==> config.mk <==
export PLATFORM = sky130hd
export DESIGN_NAME = gradient_mag_dir
export DESIGN_NICKNAME = d
export VERILOG_FILES = /design/src/rtl/gradient_pkg.sv /design/src/rtl/gradient_mag_dir_frame_tracker.sv /design/src/rtl/gradient_mag_dir.sv
export SDC_FILE = /design/constraint.sdc
export NUM_CORES = 1
export LEC_CHECK = 0
export ABC_CLOCK_PERIOD_IN_PS = 4300
export BUFFER_PORTS_ARGS = -buffer_cell sky130_fd_sc_hd__buf_2
export CAP_MARGIN = 15
export CORE_MARGIN = 4
export CORE_UTILIZATION = 25
export DETAILED_ROUTE_END_ITERATION = 6
export PLACE_DENSITY = 0.46
export RECOVER_POWER = 25
export SYNTH_ARGS = -nofsm -noshare
export SYNTH_HDL_FRONTEND = slang
export SYNTH_SLANG_ARGS = --single-unit
==> constraint.sdc <==
create_clock -name i_clk -period 4.3 [get_ports i_clk]
set_clock_uncertainty 0.2 [all_clocks]
set_input_delay 0.86 -clock i_clk [delete_from_list [all_inputs] [get_ports i_clk]]
set_output_delay 0.86 -clock i_clk [all_outputs]
set_load 0.01 [all_outputs]
==> src/rtl/gradient_pkg.sv <==
// Shared types, field widths and the direction quantizer for the gradient
// magnitude/direction pipeline.
package gradient_pkg;

  // Width of each signed gradient field packed into the 32-bit input word.
  localparam int GX_GY_FIELD_W = 16;
  // |G| needs one extra bit so that |-32768| = 32768 is representable.
  localparam int ABS_W         = GX_GY_FIELD_W + 1;
  // |Gx| + |Gy| needs one more bit again.
  localparam int RAW_W         = ABS_W + 1;
  // 5 * |G| needs three more bits than |G| to be overflow-free.
  localparam int PROD_W        = ABS_W + 3;

  typedef enum logic [1:0] {
    DIR_0   = 2'd0,
    DIR_45  = 2'd1,
    DIR_90  = 2'd2,
    DIR_135 = 2'd3
  } dir_t;

  typedef enum logic {
    ST_WAIT_SOF = 1'b0,
    ST_IN_FRAME = 1'b1
  } frame_state_t;

  // Quantize the gradient angle into four bins using integer tangent
  // thresholds (tan 22.5deg ~ 2/5, tan 67.5deg ~ 5/2). Gx = Gy = 0 lands in
  // DIR_0 because 0 <= 0 satisfies the first test.
  function automatic dir_t quantize_dir(input logic [ABS_W-1:0] ax,
                                        input logic [ABS_W-1:0] ay,
                                        input logic             same_sign);
    logic [PROD_W-1:0] ax2;
    logic [PROD_W-1:0] ax5;
    logic [PROD_W-1:0] ay2;
    logic [PROD_W-1:0] ay5;
    ax2 = PROD_W'(ax) << 1;
    ay2 = PROD_W'(ay) << 1;
    ax5 = (PROD_W'(ax) << 2) + PROD_W'(ax);
    ay5 = (PROD_W'(ay) << 2) + PROD_W'(ay);
    if (ay5 <= ax2)      return DIR_0;
    else if (ay2 >= ax5) return DIR_90;
    else if (same_sign)  return DIR_45;
    else                 return DIR_135;
  endfunction

endpackage

==> src/rtl/gradient_mag_dir_frame_tracker.sv <==
// Frame tracker: follows the sof / column / row position of incoming beats,
// drops beats that arrive outside a frame and flags framing violations.
// Its flag outputs are registered and form pipeline stage 1 of the flags.
module frame_tracker
  import gradient_pkg::*;
#(
  parameter int IMG_WIDTH  = 640,
  parameter int IMG_HEIGHT = 480
) (
  input  logic i_clk,
  input  logic i_aresetn,
  input  logic i_valid,
  input  logic i_sof,
  output logic o_valid,
  output logic o_sof,
  output logic o_eol,
  output logic o_eof,
  output logic o_error
);

  localparam int COL_W = (IMG_WIDTH  > 1) ? $clog2(IMG_WIDTH)  : 1;
  localparam int ROW_W = (IMG_HEIGHT > 1) ? $clog2(IMG_HEIGHT) : 1;
  localparam logic [COL_W-1:0] COL_LAST = COL_W'(IMG_WIDTH  - 1);
  localparam logic [ROW_W-1:0] ROW_LAST = ROW_W'(IMG_HEIGHT - 1);

  frame_state_t     r_state;
  logic [COL_W-1:0] r_col;
  logic [ROW_W-1:0] r_row;
  logic             r_valid;
  logic             r_sof;
  logic             r_eol;
  logic             r_eof;
  logic             r_error;

  logic [COL_W-1:0] w_cur_col;
  logic [ROW_W-1:0] w_cur_row;
  logic [COL_W-1:0] w_next_col;
  logic [ROW_W-1:0] w_next_row;
  logic             w_eol;
  logic             w_eof;
  logic             w_accept;
  logic             w_error;

  // A sof beat is always position (0,0) of a fresh frame, whatever the
  // counters say, so a restart mid-frame needs no special casing.
  assign w_cur_col  = i_sof ? '0 : r_col;
  assign w_cur_row  = i_sof ? '0 : r_row;
  assign w_eol      = (w_cur_col == COL_LAST);
  assign w_eof      = w_eol && (w_cur_row == ROW_LAST);
  assign w_next_col = w_eol ? '0 : w_cur_col + COL_W'(1);
  assign w_next_row = w_eof ? '0 : (w_eol ? w_cur_row + ROW_W'(1) : w_cur_row);

  assign w_accept = i_valid && (i_sof || (r_state == ST_IN_FRAME));
  // Violations: data with no frame open, or a new sof while one is open.
  assign w_error  = i_valid && ((!i_sof && (r_state == ST_WAIT_SOF)) ||
                                ( i_sof && (r_state == ST_IN_FRAME)));

  // Frame FSM, position counters and registered per-beat flags.
  always_ff @(posedge i_clk or negedge i_aresetn) begin
    if (!i_aresetn) begin
      r_state <= ST_WAIT_SOF;
      r_col   <= '0;
      r_row   <= '0;
      r_valid <= 1'b0;
      r_sof   <= 1'b0;
      r_eol   <= 1'b0;
      r_eof   <= 1'b0;
      r_error <= 1'b0;
    end else begin
      r_valid <= w_accept;
      r_sof   <= w_accept && i_sof;
      r_eol   <= w_accept && w_eol;
      r_eof   <= w_accept && w_eof;
      r_error <= w_error;
      case (r_state)
        ST_WAIT_SOF: begin
          if (i_valid && i_sof) begin
            r_col   <= w_next_col;
            r_row   <= w_next_row;
            r_state <= w_eof ? ST_WAIT_SOF : ST_IN_FRAME;
          end
        end
        ST_IN_FRAME: begin
          if (i_valid) begin
            r_col   <= w_next_col;
            r_row   <= w_next_row;
            r_state <= w_eof ? ST_WAIT_SOF : ST_IN_FRAME;
          end
        end
        default: r_state <= ST_WAIT_SOF;
      endcase
    end
  end

  assign o_valid = r_valid;
  assign o_sof   = r_sof;
  assign o_eol   = r_eol;
  assign o_eof   = r_eof;
  assign o_error = r_error;

endmodule

==> src/rtl/gradient_mag_dir.sv <==
// Gradient magnitude and quantized direction from packed Gx/Gy beats.
// Three register stages: capture, absolute value, magnitude/direction.
// Frame flags ride alongside the data so every output stays beat-aligned.
module gradient_mag_dir
  import gradient_pkg::*;
#(
  parameter int DATA_WIDTH = 8,
  parameter int IMG_WIDTH  = 640,
  parameter int IMG_HEIGHT = 480,
  parameter int MAG_SHIFT  = 4
) (
  input  logic                  i_clk,
  input  logic                  i_aresetn,
  input  logic [31:0]           i_Gx_Gy_vector,
  input  logic                  i_data_valid,
  input  logic                  i_start_of_frame,
  output logic [DATA_WIDTH-1:0] o_magnitude,
  output logic [1:0]            o_direction,
  output logic                  o_data_valid,
  output logic                  o_start_of_frame,
  output logic                  o_end_of_line,
  output logic                  o_end_of_frame,
  output logic                  o_frame_error
);

  localparam int F = GX_GY_FIELD_W;
  // Saturation ceiling held in 32 bits so the compare works for any
  // DATA_WIDTH up to 32.
  localparam logic [31:0] MAG_MAX = 32'((64'd1 << DATA_WIDTH) - 64'd1);

  // ---------------- stage 1: capture ----------------
  logic [ABS_W-1:0] r_s1_gx;
  logic [ABS_W-1:0] r_s1_gy;
  logic             w_s1_valid;
  logic             w_s1_sof;
  logic             w_s1_eol;
  logic             w_s1_eof;
  logic             w_s1_err;

  // Sign-extend both fields on capture; hold between beats.
  // NOTE: datapath registers are reset too, because reset must leave every
  // pipeline register and output at a known zero, not just the control bits.
  always_ff @(posedge i_clk or negedge i_aresetn) begin
    if (!i_aresetn) begin
      r_s1_gx <= '0;
      r_s1_gy <= '0;
    end else if (i_data_valid) begin
      r_s1_gx <= {i_Gx_Gy_vector[F-1],   i_Gx_Gy_vector[F-1:0]};
      r_s1_gy <= {i_Gx_Gy_vector[2*F-1], i_Gx_Gy_vector[2*F-1:F]};
    end
  end

  frame_tracker #(
    .IMG_WIDTH  (IMG_WIDTH),
    .IMG_HEIGHT (IMG_HEIGHT)
  ) u_frame_tracker (
    .i_clk     (i_clk),
    .i_aresetn (i_aresetn),
    .i_valid   (i_data_valid),
    .i_sof     (i_start_of_frame),
    .o_valid   (w_s1_valid),
    .o_sof     (w_s1_sof),
    .o_eol     (w_s1_eol),
    .o_eof     (w_s1_eof),
    .o_error   (w_s1_err)
  );

  // ---------------- stage 2: absolute values ----------------
  logic [ABS_W-1:0] w_abs_gx;
  logic [ABS_W-1:0] w_abs_gy;
  logic [ABS_W-1:0] r_s2_ax;
  logic [ABS_W-1:0] r_s2_ay;
  logic             r_s2_sx;
  logic             r_s2_sy;
  logic             r_s2_valid;
  logic             r_s2_sof;
  logic             r_s2_eol;
  logic             r_s2_eof;
  logic             r_s2_err;

  // Two's-complement negate; the extra bit keeps |-32768| exact.
  assign w_abs_gx = r_s1_gx[ABS_W-1] ? (~r_s1_gx + ABS_W'(1)) : r_s1_gx;
  assign w_abs_gy = r_s1_gy[ABS_W-1] ? (~r_s1_gy + ABS_W'(1)) : r_s1_gy;

  // Register magnitudes and signs for accepted beats; flags every cycle.
  // NOTE: sequential state uses non-blocking assignments so every stage
  // samples its predecessor's pre-edge value regardless of block order.
  always_ff @(posedge i_clk or negedge i_aresetn) begin
    if (!i_aresetn) begin
      r_s2_ax    <= '0;
      r_s2_ay    <= '0;
      r_s2_sx    <= 1'b0;
      r_s2_sy    <= 1'b0;
      r_s2_valid <= 1'b0;
      r_s2_sof   <= 1'b0;
      r_s2_eol   <= 1'b0;
      r_s2_eof   <= 1'b0;
      r_s2_err   <= 1'b0;
    end else begin
      r_s2_valid <= w_s1_valid;
      r_s2_sof   <= w_s1_sof;
      r_s2_eol   <= w_s1_eol;
      r_s2_eof   <= w_s1_eof;
      r_s2_err   <= w_s1_err;
      if (w_s1_valid) begin
        r_s2_ax <= w_abs_gx;
        r_s2_ay <= w_abs_gy;
        r_s2_sx <= r_s1_gx[ABS_W-1];
        r_s2_sy <= r_s1_gy[ABS_W-1];
      end
    end
  end

  // ---------------- stage 3: magnitude and direction ----------------
  logic [RAW_W-1:0]      w_raw;
  logic [31:0]           w_shr;
  logic [DATA_WIDTH-1:0] w_mag;
  dir_t                  w_dir;

  logic [DATA_WIDTH-1:0] r_mag;
  dir_t                  r_dir;
  logic                  r_valid;
  logic                  r_sof;
  logic                  r_eol;
  logic                  r_eof;
  logic                  r_err;

  // L1 norm, scaled down then clamped to the output range.
  assign w_raw = RAW_W'(r_s2_ax) + RAW_W'(r_s2_ay);
  assign w_shr = 32'(w_raw) >> MAG_SHIFT;
  assign w_mag = (w_shr > MAG_MAX) ? MAG_MAX[DATA_WIDTH-1:0] : w_shr[DATA_WIDTH-1:0];
  assign w_dir = quantize_dir(r_s2_ax, r_s2_ay, r_s2_sx == r_s2_sy);

  // Output register: data holds its last value between valid beats.
  always_ff @(posedge i_clk or negedge i_aresetn) begin
    if (!i_aresetn) begin
      r_mag   <= '0;
      r_dir   <= DIR_0;
      r_valid <= 1'b0;
      r_sof   <= 1'b0;
      r_eol   <= 1'b0;
      r_eof   <= 1'b0;
      r_err   <= 1'b0;
    end else begin
      r_valid <= r_s2_valid;
      r_sof   <= r_s2_sof;
      r_eol   <= r_s2_eol;
      r_eof   <= r_s2_eof;
      r_err   <= r_s2_err;
      if (r_s2_valid) begin
        r_mag <= w_mag;
        r_dir <= w_dir;
      end
    end
  end

  assign o_magnitude      = r_mag;
  assign o_direction      = r_dir;
  assign o_data_valid     = r_valid;
  assign o_start_of_frame = r_sof;
  assign o_end_of_line    = r_eol;
  assign o_end_of_frame   = r_eof;
  assign o_frame_error    = r_err;

endmodule

# Yosys cells after proc, flatten, opt, wreduce, memory -nomap -nowiden
# Cells that the tools add are included.
# W data, S select, Z words.
[word_totals]
out_inout_bits = 15
inputBits = 36
register_bits = 113
wordCells = 78
[op_classes]
addsub = 7
n_eq_ne = 5
muxes = 21
reduce_logical = 13
bitwise_logic = 3
n_lt_le_gt_ge = 3
[ops]
columns = ["op", "count"]
rows = [
  ["$mux W9", 5],
  ["$add A19 B17 Y20", 2],
  ["$mux W10", 4],
  ["$add A17 B1 Y17 const B", 2],
  ["$mux W17", 2],
  ["$not A17 Y17", 2],
  ["$ge A18 B20 Y1", 1],
  ["$le A20 B18 Y1", 1],
  ["$pmux W10 S2", 1],
  ["$add A17 B17 Y18", 1],
  ["$pmux W9 S2", 1],
  ["$gt A14 B8 Y1 const B", 1],
  ["$add A10 B1 Y10 const B", 1],
  ["$eq A10 B10 Y1 const B", 1],
  ["$add A9 B1 Y9 const B", 1],
  ["$eq A9 B9 Y1 const B", 1],
  ["$logic_and A1 B1 Y1", 9],
  ["$mux W8", 1],
  ["$mux W2", 3],
  ["$ne A2 B2 Y1 const B", 2],
  ["$mux W1", 3],
  ["$logic_or A1 B1 Y1", 2],
  ["$pmux W1 S2", 1],
  ["$reduce_and A2 Y1", 1],
  ["other kinds (3)", 3],
]

# Logic depth before layout (Yosys ltp)
[logic_depth]
ltp_word = 6
mapped_depth = 18
ltp_nobuf = 18

# Hierarchy
# Synthesis repeated with hierarchy kept, for this count alone.
[hier_totals]
hier_cells = 895
area_unflattened_um2 = 8131.5
[by_module_without_submodules]
columns = ["module", "area_per_inst_um2", "seq_area_each_um2", "cells_each", "instances"]
rows = [
  ["gradient_mag_dir", 6616.3, 2202.1, 724, 1],
  ["frame_tracker", 1515.2, 625.6, 171, 1],
]

# Worst setup path after synthesis
# Ideal clock, no wire load.
[synth_path]
path_type = "input -> register"
startpoint = "in i_start_of_frame"
endpoint = "reg u_frame_tracker.r_row[3]"
setup_time_ns = 0.139
path_buffers = 3
required_time_ns = 3.961
path_stages = 13
t_arrival_ns = 3.447
path_slack_ns = 0.514
path_cell_list = "buf_6 -> clkbuf_1 -> clkbuf_1 -> nor2b_1 -> ha_1 -> nand4b_1 -> nor3_4 -> nand3_2 -> or3_4 -> nor4b_4 -> nor3b_1 -> o21ai_1 -> o41ai_1"
[synth_via]
elab_chain_cells = 6
word_cells_on_any_way = 14
classes_between = "add/sub: 1; eq/ne: 3; mux: 7; reduce/logical: 3"
[synth_lines]
columns = ["item", "line", "source"]
rows = [
  ["start, declared", "gradient_mag_dir.sv:16", "input logic i_start_of_frame,"],
  ["$mux W9 or $mux W10 (tied branches)", "gradient_mag_dir_frame_tracker.sv:47, gradient_mag_dir_frame_tracker.sv:46", ""],
  ["$add A9 B1 Y9 (tied with other cells)", "gradient_mag_dir_frame_tracker.sv:51", "assign w_next_row = w_eof ? '0 : (w_eol ? w_cur_row + ROW_W'(1) : w_cur_row);"],
  ["$mux W9 or $logic_and A1 B1 Y1 (tied branches)", "gradient_mag_dir_frame_tracker.sv:51, gradient_mag_dir_frame_tracker.sv:49", ""],
  ["$mux W9", "gradient_mag_dir_frame_tracker.sv:51", ""],
  ["$mux W9, on equally long branches", "gradient_mag_dir_frame_tracker.sv:84, gradient_mag_dir_frame_tracker.sv:77", ""],
  ["$pmux W9 S2", "gradient_mag_dir_frame_tracker.sv:75", "case (r_state)"],
  ["end signal, assigned", "gradient_mag_dir_frame_tracker.sv:79", "r_row <= w_next_row;"],
  ["end signal, assigned", "gradient_mag_dir_frame_tracker.sv:86", "r_row <= w_next_row;"],
  ["end, declared", "gradient_mag_dir_frame_tracker.sv:28", "logic [ROW_W-1:0] r_row;"],
]
# Several ways; a longest one is shown, not always the timed one. The select of a mux whose other input is x is not followed.
# A chain may end at the register's enable or synchronous reset.

# Worst setup path after layout
[layout_path]
startpoint = "reg r_s2_ax[0]"
endpoint = "reg r_dir[0], in the netlist o_direction[0]"
[layout_via]
elab_chain_cells = 4
word_cells_on_any_way = 5
classes_between = "add/sub: 1; order compare: 2; mux: 2"
[layout_lines]
columns = ["item", "line", "source"]
rows = [
  ["start, declared", "gradient_mag_dir.sv:71", "logic [ABS_W-1:0] r_s2_ax;"],
  ["start signal, assigned", "gradient_mag_dir.sv:106", "r_s2_ax <= w_abs_gx;"],
  ["$add A19 B17 Y20", "gradient_pkg.sv:38", "ax5 = (PROD_W'(ax) << 2) + PROD_W'(ax);"],
  ["$ge A18 B20 Y1", "gradient_pkg.sv:41", "else if (ay2 >= ax5) return DIR_90;"],
  ["$mux W2", "gradient_pkg.sv:41", ""],
  ["$mux W2 (*)", "gradient_pkg.sv:40", "if (ay5 <= ax2) return DIR_0;"],
  ["end signal, assigned", "gradient_mag_dir.sv:152", "r_dir <= w_dir;"],
  ["end, declared", "gradient_mag_dir.sv:121", "dir_t r_dir;"],
]
# Every way passes the cells marked *; elsewhere a longest branch is shown, timed or not.

==> results.py <==
metrics = {
    "pwr": {
        "power_density_mw_per_mm2": 527,
        "ir_drop_uv": 225,
        "power_mw": 4.83,
        "p_leak_nw": 3.98,
    },
    "synthesis": {
        "ys_warn_count": 0,
        "yosys_register_bits": 113,
        "synth_edf_count": 0,
        "syn_nets": 962,
        "synth_area_per_cell_um2": 9.23,
        "synthArstFlopShare_pct": 100,
        "ys_seq_area_share_pct": 36.5,
        "ys_types": 60,
        "synth-main-ff-cell": "dfrtp_1",
        "netlist_area_mm2": 0.00775,
        "synthCells": 839,
    },
    "timing": {
        "max_freq_ghz": 0.252,
        "rsz0062_at_grt": "yes",
        "fin_ws_ps": 328,
        "final_max_slew_viol_count": 113,
        "slew_headroom_pct": -39.1,
        "tightestPinTransition_ps": 2090,
        "timing.final.hold_violations": 0,
        "fin_crit_sh_pct": 92.4,
        "finalSetupViolCount": 0,
        "setup_tns_ps": 0,
        "min_period_ps": 3970,
    },
    "placement": {
        "dp_hpwl_um": 14900,
        "post_dp_cell_area_mm2": 0.00853,
        "dp_slack_ps": 123,
        "gp_congestion": 0.797,
        "io_buffers": 50,
    },
    "floorplanning": {
        "die_w_um": 184,
        "coreArea_mm2": 0.0306,
        "rows": 64,
        "initial_core_util_pct": 25.3,
        "ios": 51,
        "die_height_um": 184,
        "die_area_mm2": 0.0339,
    },
    "global_routing": {
        "grt_pass1_wl_um": 32600,
        "grt_pass1_vias": 6249,
        "grt_max_degree": 71,
        "grt-ovfl-total": 0,
        "grt_antenna_before_repair": 0,
        "track_usage_pct": 11.9,
    },
    "final_layout": {
        "antennaDiodeCount": 0,
        "fin_nets": 1025,
        "final_layout_size_suffix_gt1_share_pct": 16.7,
        "area_delta_synth_final_pct": 18.4,
        "postLayoutCellArea_mm2": 0.00917,
    },
    "detailed_routing": {
        "drt-pass1-iter-count": 5,
        "antenna_left": 0,
        "wire_per_inst_um": 14.9,
        "via_count": 6205,
        "vias_per_cell": 4.73,
        "drtIter0Drc": 324,
        "drc_errors": 0,
        "drt_wl_total_um": 19500,
    },
    "clock_tree": {
        "cts.path.max_buffers": 2,
        "postCtsSetupBuffers": 0,
        "cts_sinks": 113,
        "cts_hold_buf": 0,
        "cts_tree": "built",
        "cts_max_level": 4,
        "cts.clk_slew.worst_paths_ps": 70,
        "insertion_delay_ps": 420,
        "cts_buffers": 17,
        "root_buffer": "clkbuf_16",
        "cts_resized": 0,
    },
    "outcome": {
        "status": "finished, violations left",
        "violations": "capacitance limit, slew limit",
    },
    "worst_setup_path": {
        "crit_fanout": 5,
        "critPathArrivalTime_ps": 4090,
        "crit_type": "reg -> reg",
        "cp-end-kind": "register",
        "worstSetupStartpointType": "register",
        "crit_required_ps": 4420,
    },
    "job": {
        "max_cap_viol_count": 2,
    },
    "worst_hold_path": {
        "hold_path.class": "reg -> reg",
    },
}
-- registers in the layout (all words and copies together), names as in the netlist, 2 cells and up --
| name | flops |
|---|---|
| r_s2_ax | 17 |
| o_magnitude | 8 |
| r_s2_ay | 17 |
| r_s1_gy | 16 |
| u_frame_tracker.r_row | 9 |
| u_frame_tracker.r_col | 10 |
| o_direction | 2 |
| r_s1_gx | 16 |
-- final cells by class --
class | count | area [um^2]
multi-input combinational | 666 | 4730
sequential | 113 | 2830
tap | 396 | 495
timing repair buffer | 66 | 359
inverter | 38 | 143
clock buffer | 20 | 457
clock inverter | 12 | 156
fill | 3259 | 21400
-- placed cells by master, fill, tap and decap left out, drive strengths merged, types with 5 or more instances in the layout --
| master | Yosys | final |
|---|---|---|
| nand3 | 17 | 17 |
| o31ai | 12 | 12 |
| nor2 | 72 | 72 |
| clkbuf | 17 | 24 |
| o21bai | 5 | 5 |
| o21ai | 66 | 66 |
| or2 | 11 | 11 |
| nand2 | 63 | 63 |
| xnor2 | 27 | 27 |
| xor2 | 33 | 33 |
| nor2b | 20 | 20 |
| mux2i | 6 | 6 |
| buf | 5 | 62 |
| a211oi | 8 | 8 |
| or3 | 11 | 11 |
| a21oi | 78 | 78 |
| mux2 | 32 | 32 |
| o21a | 10 | 10 |
| nand4 | 6 | 6 |
| nor4 | 5 | 5 |
| a21o | 11 | 11 |
| nor3 | 24 | 24 |
| dfrtp | 113 | 113 |
| inv | 38 | 40 |
| ha | 85 | 85 |
-- report_power, final --
| group | switching [mW] | leakage, nW | internal [mW] |
|---|---|---|---|
| registers | 0.177 | 1.36 | 1.18 |
| clock network | 0.542 | 0.289 | 0.945 |
| logic | 1.07 | 2.34 | 0.917 |
-- synthesized netlist by cell type, types with 2 or more instances --
cell type	count	area [um^2]
o21ai_0	60	300
nor3_1	23	115
nand2_1	63	236
and2_1	4	25.0
a21o_1	11	82.6
nand2b_1	4	25.0
o211a_1	2	20.0
nor2_1	72	270
nor4b_1	2	17.5
or2_2	11	68.8
a31oi_1	4	25.0
o21ai_1	6	30.0
a22o_1	2	17.5
fa_1	2	40.0
nand4b_1	4	35.0
o21a_1	10	75.1
and3_1	4	25.0
clkbuf_1	17	63.8
buf_1	4	15.0
a21oi_1	78	390
or3_1	10	62.6
mux2_2	32	360
ha_1	85	1060
nor2b_1	20	125
nand3_1	16	80.1
o21bai_1	5	37.5
nand4_1	6	37.5
inv_1	38	143
dfrtp_1	113	2830
xnor2_1	27	236
a2111oi_0	2	17.5
mux2i_1	6	60.1
xor2_1	33	289
nor3b_1	3	22.5
or4_1	2	15.0
o31ai_1	12	90.1
a22oi_1	2	15.0
o31a_1	3	26.3
nor4_1	5	31.3
o41ai_1	3	26.3
a211oi_1	8	60.1
nand3b_1	4	30.0
o211ai_1	4	30.0
-- final timing paths --
check                      depth (start not counted)             end  slack [ps]       start
max in group asynchronous                          1      r_s2_ax[6]        1830   i_aresetn
min                                                0   o_end_of_line         150    r_s2_eol
max                                               17  o_direction[0]         330  r_s2_ax[0]
max reg2reg                                       17  o_direction[0]         330  r_s2_ax[0]
min in group asynchronous                          1  o_magnitude[0]         790   i_aresetn
min reg2reg                                        0   o_end_of_line         150    r_s2_eol
-- stage by stage --
stage          std cells  util [%]  hold WS, ps
2_1_floorplan        839         -          131
3_3_place_gp        1279      27.9          133
3_5_place_dp        1279      27.9          136
4_1_cts             1311      29.9          153
5_1_grt             1311      30.0          157
6_report            1311      30.0          152
-- kinds of logic (layout without fill, tap and decap cells) --
group | count (synthesis) | in the layout | synth area share, %
compound gates | 222 | 222 | 17.2
xor+xnor | 60 | 60 | 6.78
fa+ha+maj | 87 | 87 | 14.2
buf+inv | 60 | 136 | 3.00
flops | 113 | 113 | 36.5
mux | 38 | 38 | 5.43
simple gates | 259 | 259 | 16.9
-- critical path: stages, from the launching register on --
cell,delay (ps)
dfrtp_2,400
ha_1,170
inv_1,50
fa_1,390
nor2b_1,180
o2111ai_2,170
a311oi_2,290
o31a_1,190
o21ai_1,90
a21o_1,180
ha_1,270
or2_2,270
a21oi_1,180
a21oi_2,60
a2111oi_1,270
nor3_1,140
o211a_1,160
nor3_1,190
-- layer usage --
metal | global-route usage (%) | up-vias | routed length (um)
li1 | - | 3158 | -
met1 | 17.1 | 2962 | 10100
met2 | 18.8 | 78 | 8710
met3 | 2.47 | 7 | 550
met4 | 2.13 | 0 | 130
met5 | 0 | - | 0
No activity file was read; power rests on OpenSTA's default activity.
